**src/rtl/serial_word_rx.sv**
```systemverilog
// Serial-to-parallel word receiver with a one-entry valid/ready output buffer.
// Optional macro PARITY_CHK_EN adds a trailing even-parity bit per word and drives o_par_err.
module serial_word_rx #(
    parameter int N = 8
) (
    input  logic         clk,
    input  logic         rst,
    input  logic         i_sin,
    input  logic         i_sin_vld,
    input  logic         i_msb_first,
    input  logic         i_abort,
    output logic [N-1:0] o_dout,
    output logic         o_dout_vld,
    input  logic         i_dout_rdy,
    output logic         o_busy,
    output logic         o_ovf,
    input  logic         i_clr_ovf,
    output logic         o_par_err
);
`ifdef PARITY_CHK_EN
    localparam int W = N + 1;
`else
    localparam int W = N;
`endif
    localparam int CW = $clog2(W);
    localparam logic [CW-1:0] LAST = CW'(W - 1);

    logic [CW-1:0] r_cnt;
    logic [N-1:0]  r_sreg;
    logic          r_msb;
    logic [N-1:0]  r_dout;
    logic          r_dout_vld;
    logic          r_busy;
    logic          r_ovf;

    logic          w_acc;
    logic          w_last;
    logic          w_order;
    logic          w_data;
    logic          w_load;
    logic          w_drop;
    logic [N-1:0]  w_shift;
    logic [N-1:0]  w_word;
    logic [CW-1:0] w_cnt_nxt;

    always_comb begin
        w_acc   = i_sin_vld & ~i_abort;
        w_last  = w_acc && (r_cnt == LAST);
        // The first bit of a word must use the live order input, not the stale latch.
        w_order = (r_cnt == '0) ? i_msb_first : r_msb;
        w_shift = w_order ? {r_sreg[N-2:0], i_sin} : {i_sin, r_sreg[N-1:1]};
`ifdef PARITY_CHK_EN
        w_data  = w_acc && (r_cnt < CW'(N));
        w_word  = r_sreg;
`else
        w_data  = w_acc;
        w_word  = w_shift;
`endif
        w_load  = w_last & (~r_dout_vld | i_dout_rdy);
        w_drop  = w_last & r_dout_vld & ~i_dout_rdy;
        if (i_abort || w_last) w_cnt_nxt = '0;
        else if (w_acc)        w_cnt_nxt = r_cnt + 1'b1;
        else                   w_cnt_nxt = r_cnt;
    end

    always_ff @(posedge clk) begin
        if (rst) begin
            r_cnt      <= '0;
            r_sreg     <= '0;
            r_msb      <= 1'b0;
            r_dout     <= '0;
            r_dout_vld <= 1'b0;
            r_busy     <= 1'b0;
            r_ovf      <= 1'b0;
        end else begin
            r_cnt  <= w_cnt_nxt;
            r_busy <= (w_cnt_nxt != '0);
            if (i_abort)     r_sreg <= '0;
            else if (w_data) r_sreg <= w_shift;
            if (w_acc && r_cnt == '0) r_msb <= i_msb_first;
            if (w_load) begin
                r_dout     <= w_word;
                r_dout_vld <= 1'b1;
            end else if (r_dout_vld && i_dout_rdy) begin
                r_dout_vld <= 1'b0;
            end
            // A fresh overflow outranks a simultaneous clear.
            if (w_drop)         r_ovf <= 1'b1;
            else if (i_clr_ovf) r_ovf <= 1'b0;
        end
    end

`ifdef PARITY_CHK_EN
    logic r_par_err;
    always_ff @(posedge clk) begin
        if (rst)         r_par_err <= 1'b0;
        else if (w_load) r_par_err <= ^r_sreg ^ i_sin;
    end
    assign o_par_err = r_par_err;
`else
    assign o_par_err = 1'b0;
`endif

    assign o_dout     = r_dout;
    assign o_dout_vld = r_dout_vld;
    assign o_busy     = r_busy;
    assign o_ovf      = r_ovf;
endmodule

```
**config.mk**
```make
export PLATFORM = sky130hd
export DESIGN_NAME = serial_word_rx
export DESIGN_NICKNAME = d
export VERILOG_FILES = /design/src/rtl/serial_word_rx.sv
export SDC_FILE = /design/constraint.sdc
export NUM_CORES = 1
export LEC_CHECK = 0
export ABC_AREA = 1
export CAP_MARGIN = 40
export CELL_PAD_IN_SITES_DETAIL_PLACEMENT = 0
export CELL_PAD_IN_SITES_GLOBAL_PLACEMENT = 1
export CORE_MARGIN = 5
export CORE_UTILIZATION = 33
export CTS_CLUSTER_DIAMETER = 30
export CTS_CLUSTER_SIZE = 8
export DETAILED_ROUTE_END_ITERATION = 10
export GPL_TIMING_DRIVEN = 0
export PLACE_DENSITY_LB_ADDON = 0.1
export SYNTH_ARGS = -nofsm -noshare
export SYNTH_HDL_FRONTEND = slang
export SYNTH_SLANG_ARGS = --single-unit
```
**constraint.sdc**
```tcl
create_clock -name clk -period 1.1 [get_ports clk]
set_input_delay 0.275 -clock clk [delete_from_list [all_inputs] [get_ports clk]]
set_output_delay 0.275 -clock clk [all_outputs]
set_load 0.1 [all_outputs]
```
==> flow_metrics.tcl <==
set metrics [dict create \
    dr.pass1.iters 4 \
    fin_crit_ns 1.258 \
    hold_buffers 0 \
    ir_drop_v 0.0004321 \
    fill_cells 311 \
    synth_fa_ha_area_share_pct 3.205 \
    rsz0062_at_grt "yes" \
    crit_type "reg -> reg" \
    synth.area.top_cells "dfxtp_1, nand3_1, inv_1, nand2_1, nor2_1" \
    dp_hpwl_um 2028 \
    multi_input_area_um2 798.3 \
    crit_family "simple AND/OR/NAND/NOR gates" \
    place_congestion 0.8186 \
    placed_area_mm2 0.001638 \
    root_buffer "clkbuf_4" \
    hold_slack_ns 0.3365 \
    layout_commonest_cell "inv_1" \
    ys_types 19 \
    n_antenna_cell 0 \
    grt_pass1_wl_um 4912 \
    die_area_mm2 0.004840 \
    startpoint "r_cnt[0]" \
    setup_slack_ns -0.1579 \
    via_per_inst 4.422 \
    syn-num-nets 182 \
    leakage_nw 0.8252 \
    reg2reg_depth 8 \
    synth_top_area_share_pct 39.32 \
    syn-instance-count 171 \
    worstPathRequired_ns 1.32 \
    crit_buf_inv 2 \
    max_freq_ghz 0.7950 \
    total_power_mw 1.570 \
    synth_top_area_cell "dfxtp_1" \
    r2r-start "r_cnt[0]" \
    synthMuxAreaShare_pct 0 \
    ys.flop_type "dfxtp_1" \
    setup_viol 28 \
    rrSetupSlack_ns -0.16 \
    synth_top_family_by_area "simple AND/OR/NAND/NOR gates" \
    fin_crit_sh_pct 114.4 \
    synthesis.area_mm2 0.001171 \
    grt_overflow 0 \
    critPathMaxStageDelay_ns 0.38 \
    row_count 21 \
    h-tree-depth 1 \
    yosys.area_share.simple_pct 34.72 \
    powerDensity_mw_per_mm2 841.4 \
    first_global_vias 1081 \
    arrival_ns 1.48 \
    stdcell_area_mm2 0.001866 \
    crit_cells 8 \
    maxCapViolCount 0 \
    die_h_um 69.57 \
    syn_avg_cell_area_um2 6.849 \
    start_kind "flip-flop" \
    cts_buffer_depth 2 \
    numCtsBuffers 3 \
    cpMostUsedCell "nand3_1" \
    grt_max_degree 13 \
    dieWidth_um 69.57 \
    mostFrequentLayoutCells "inv_1, nand3_2, nor2_1, nand2_1, dfxtp_2" \
    num_vias 1079 \
    critical_path_peak_fanout 8 \
    synth-edff-count 0 \
    track_usage_pct 12.29 \
    port_buffers 17 \
    status "finished with violations" \
    fin_skew_ns 0.003145 \
    drtIter0Drc 42 \
    crit_chain "inv_2 > ha_4 > nand2_4 > nand2_8 > nand3_1 > nand3_1 > nand2_1 > inv_1" \
    end_kind "flip-flop" \
    drtAntennaViolNets 0 \
    ys_seq_elements 23 \
    hold_path.class "in -> reg" \
    pin_count 20 \
    regArea_um2 479.2 \
    hold_violations 0 \
    synth-xor-area-share_pct 0.7479 \
    cts_tree "yes" \
    slowest_stage "dfxtp_2" \
    drv_slew 0 \
    area_delta_synth_final_pct 59.29 \
    drive_gt1_share_pct 43.43 \
    antenna_found_initial 0 \
    violations "setup timing" \
    start_util_pct 34.55 \
    worstSkewPairLatency_ns 0.30 \
    numClockSinks 23 \
    yosysWarnings 0 \
    wl_um 2918 \
    drc 0 \
    post_drt_wl_per_cell_um 11.96 \
    coreArea_mm2 0.003390 \
    r2r-end "o_dout[7]" \
    final_nets 210 \
    path_clk_slew_ns 0.13 \
    critPathCapture "o_dout[7]" \
    async_flop_share_pct 0 \
    ys_seq_area_share_pct 39.32 \
    synth-compound-area-share_pct 5.556 \
]
worst min-delay path, cell delays in order:
cell,delay (ns)
buf_6,0.13
nor2_1,0.08
nor2_1,0.05
nand2_1,0.05
inv_1,0.03
synthesized netlist by cell type (2+ instances only):
| cell | n |
|---|---|
| a21oi_1 | 11 |
| buf_6 | 2 |
| dfxtp_1 | 23 |
| ha_1 | 3 |
| inv_1 | 37 |
| nand2_1 | 25 |
| nand2_2 | 2 |
| nand3_1 | 36 |
| nor2_1 | 22 |
cell type report:
class	count	share of cell area [%]
clock buffer	4	1.408
tap	46	3.085
multi-input combinational	107	42.79
inverter	39	8.250
sequential	23	25.69
timing repair buffer	21	16.90
buffer	4	1.878
logic make-up (layout without fill, tap and decap cells):
kind of cell | count (synthesis) | in the layout
AO/OA/AOI/OAI | 13 | 13
XOR/XNOR | 1 | 1
adder cells (fa/ha/maj) | 3 | 3
buffers and inverters | 43 | 68
flip-flops | 23 | 23
other | 1 | 1
AND/OR/NAND/NOR | 87 | 89
repair_timing:
| action | CTS | global route |
|---|---|---|
| endpoints found under the hold margin | 0 | 0 |
| buffers inserted | 1 | 1 |
| gates cloned | 2 | 0 |
| setup endpoints to repair | 31 | 32 |
| resized for setup | 49 | 17 |
| pin swaps | 14 | 6 |
layer usage:
metal	vias up	track usage (%)	routed length, um
li1	585	-	-
met1	478	15.85	1374
met2	14	20.66	1420
met3	2	2.609	103
met4	0	3.254	19
met5	-	0	0
state kept, by name, summed over array words and instances, names as in the netlist:
| name | cells |
|---|---|
| o_dout_vld | 1 |
| r_msb | 1 |
| r_sreg | 8 |
| o_dout | 8 |
| o_busy | 1 |
| r_cnt | 3 |
| o_ovf | 1 |
worst min-delay path by stage:
stage	slack, ns	end	startpoint	cells past startpoint
5_1_grt	0.35	r_sreg[4]	i_sin_vld	5
3_3_place_gp	0.46	o_ovf	o_ovf	2
2_1_floorplan	0.41	o_dout[3]	rst	3
3_5_place_dp	0.47	o_ovf	o_ovf	2
6_report	0.34	r_sreg[4]	i_sin_vld	5
4_1_cts	0.32	r_sreg[4]	i_sin_vld	5
through the flow:
stage | TNS, ns | instances | util, % | setup slack (ns)
final | -2.564 | 244 | 55.04 | -0.1579
after global routing | -4.417 | 244 | 55.04 | -0.2344
after CTS | -2.396 | 243 | 52.38 | -0.1332
after detailed placement | -11.74 | 245 | 48.32 | -0.5075
after global placement | -16.00 | 234 | 43.45 | -0.6292
after floorplan | 0 | 171 | - | 0.0002220
power breakdown:
group | switching (mW) | total, mW | internal (mW)
Combinational | 0.189 | 0.298 | 0.110
Sequential | 0.0229 | 0.875 | 0.852
Clock | 0.255 | 0.397 | 0.141
Total | 0.467 | 1.57 | 1.10
Power figures use the tool's default switching activity.
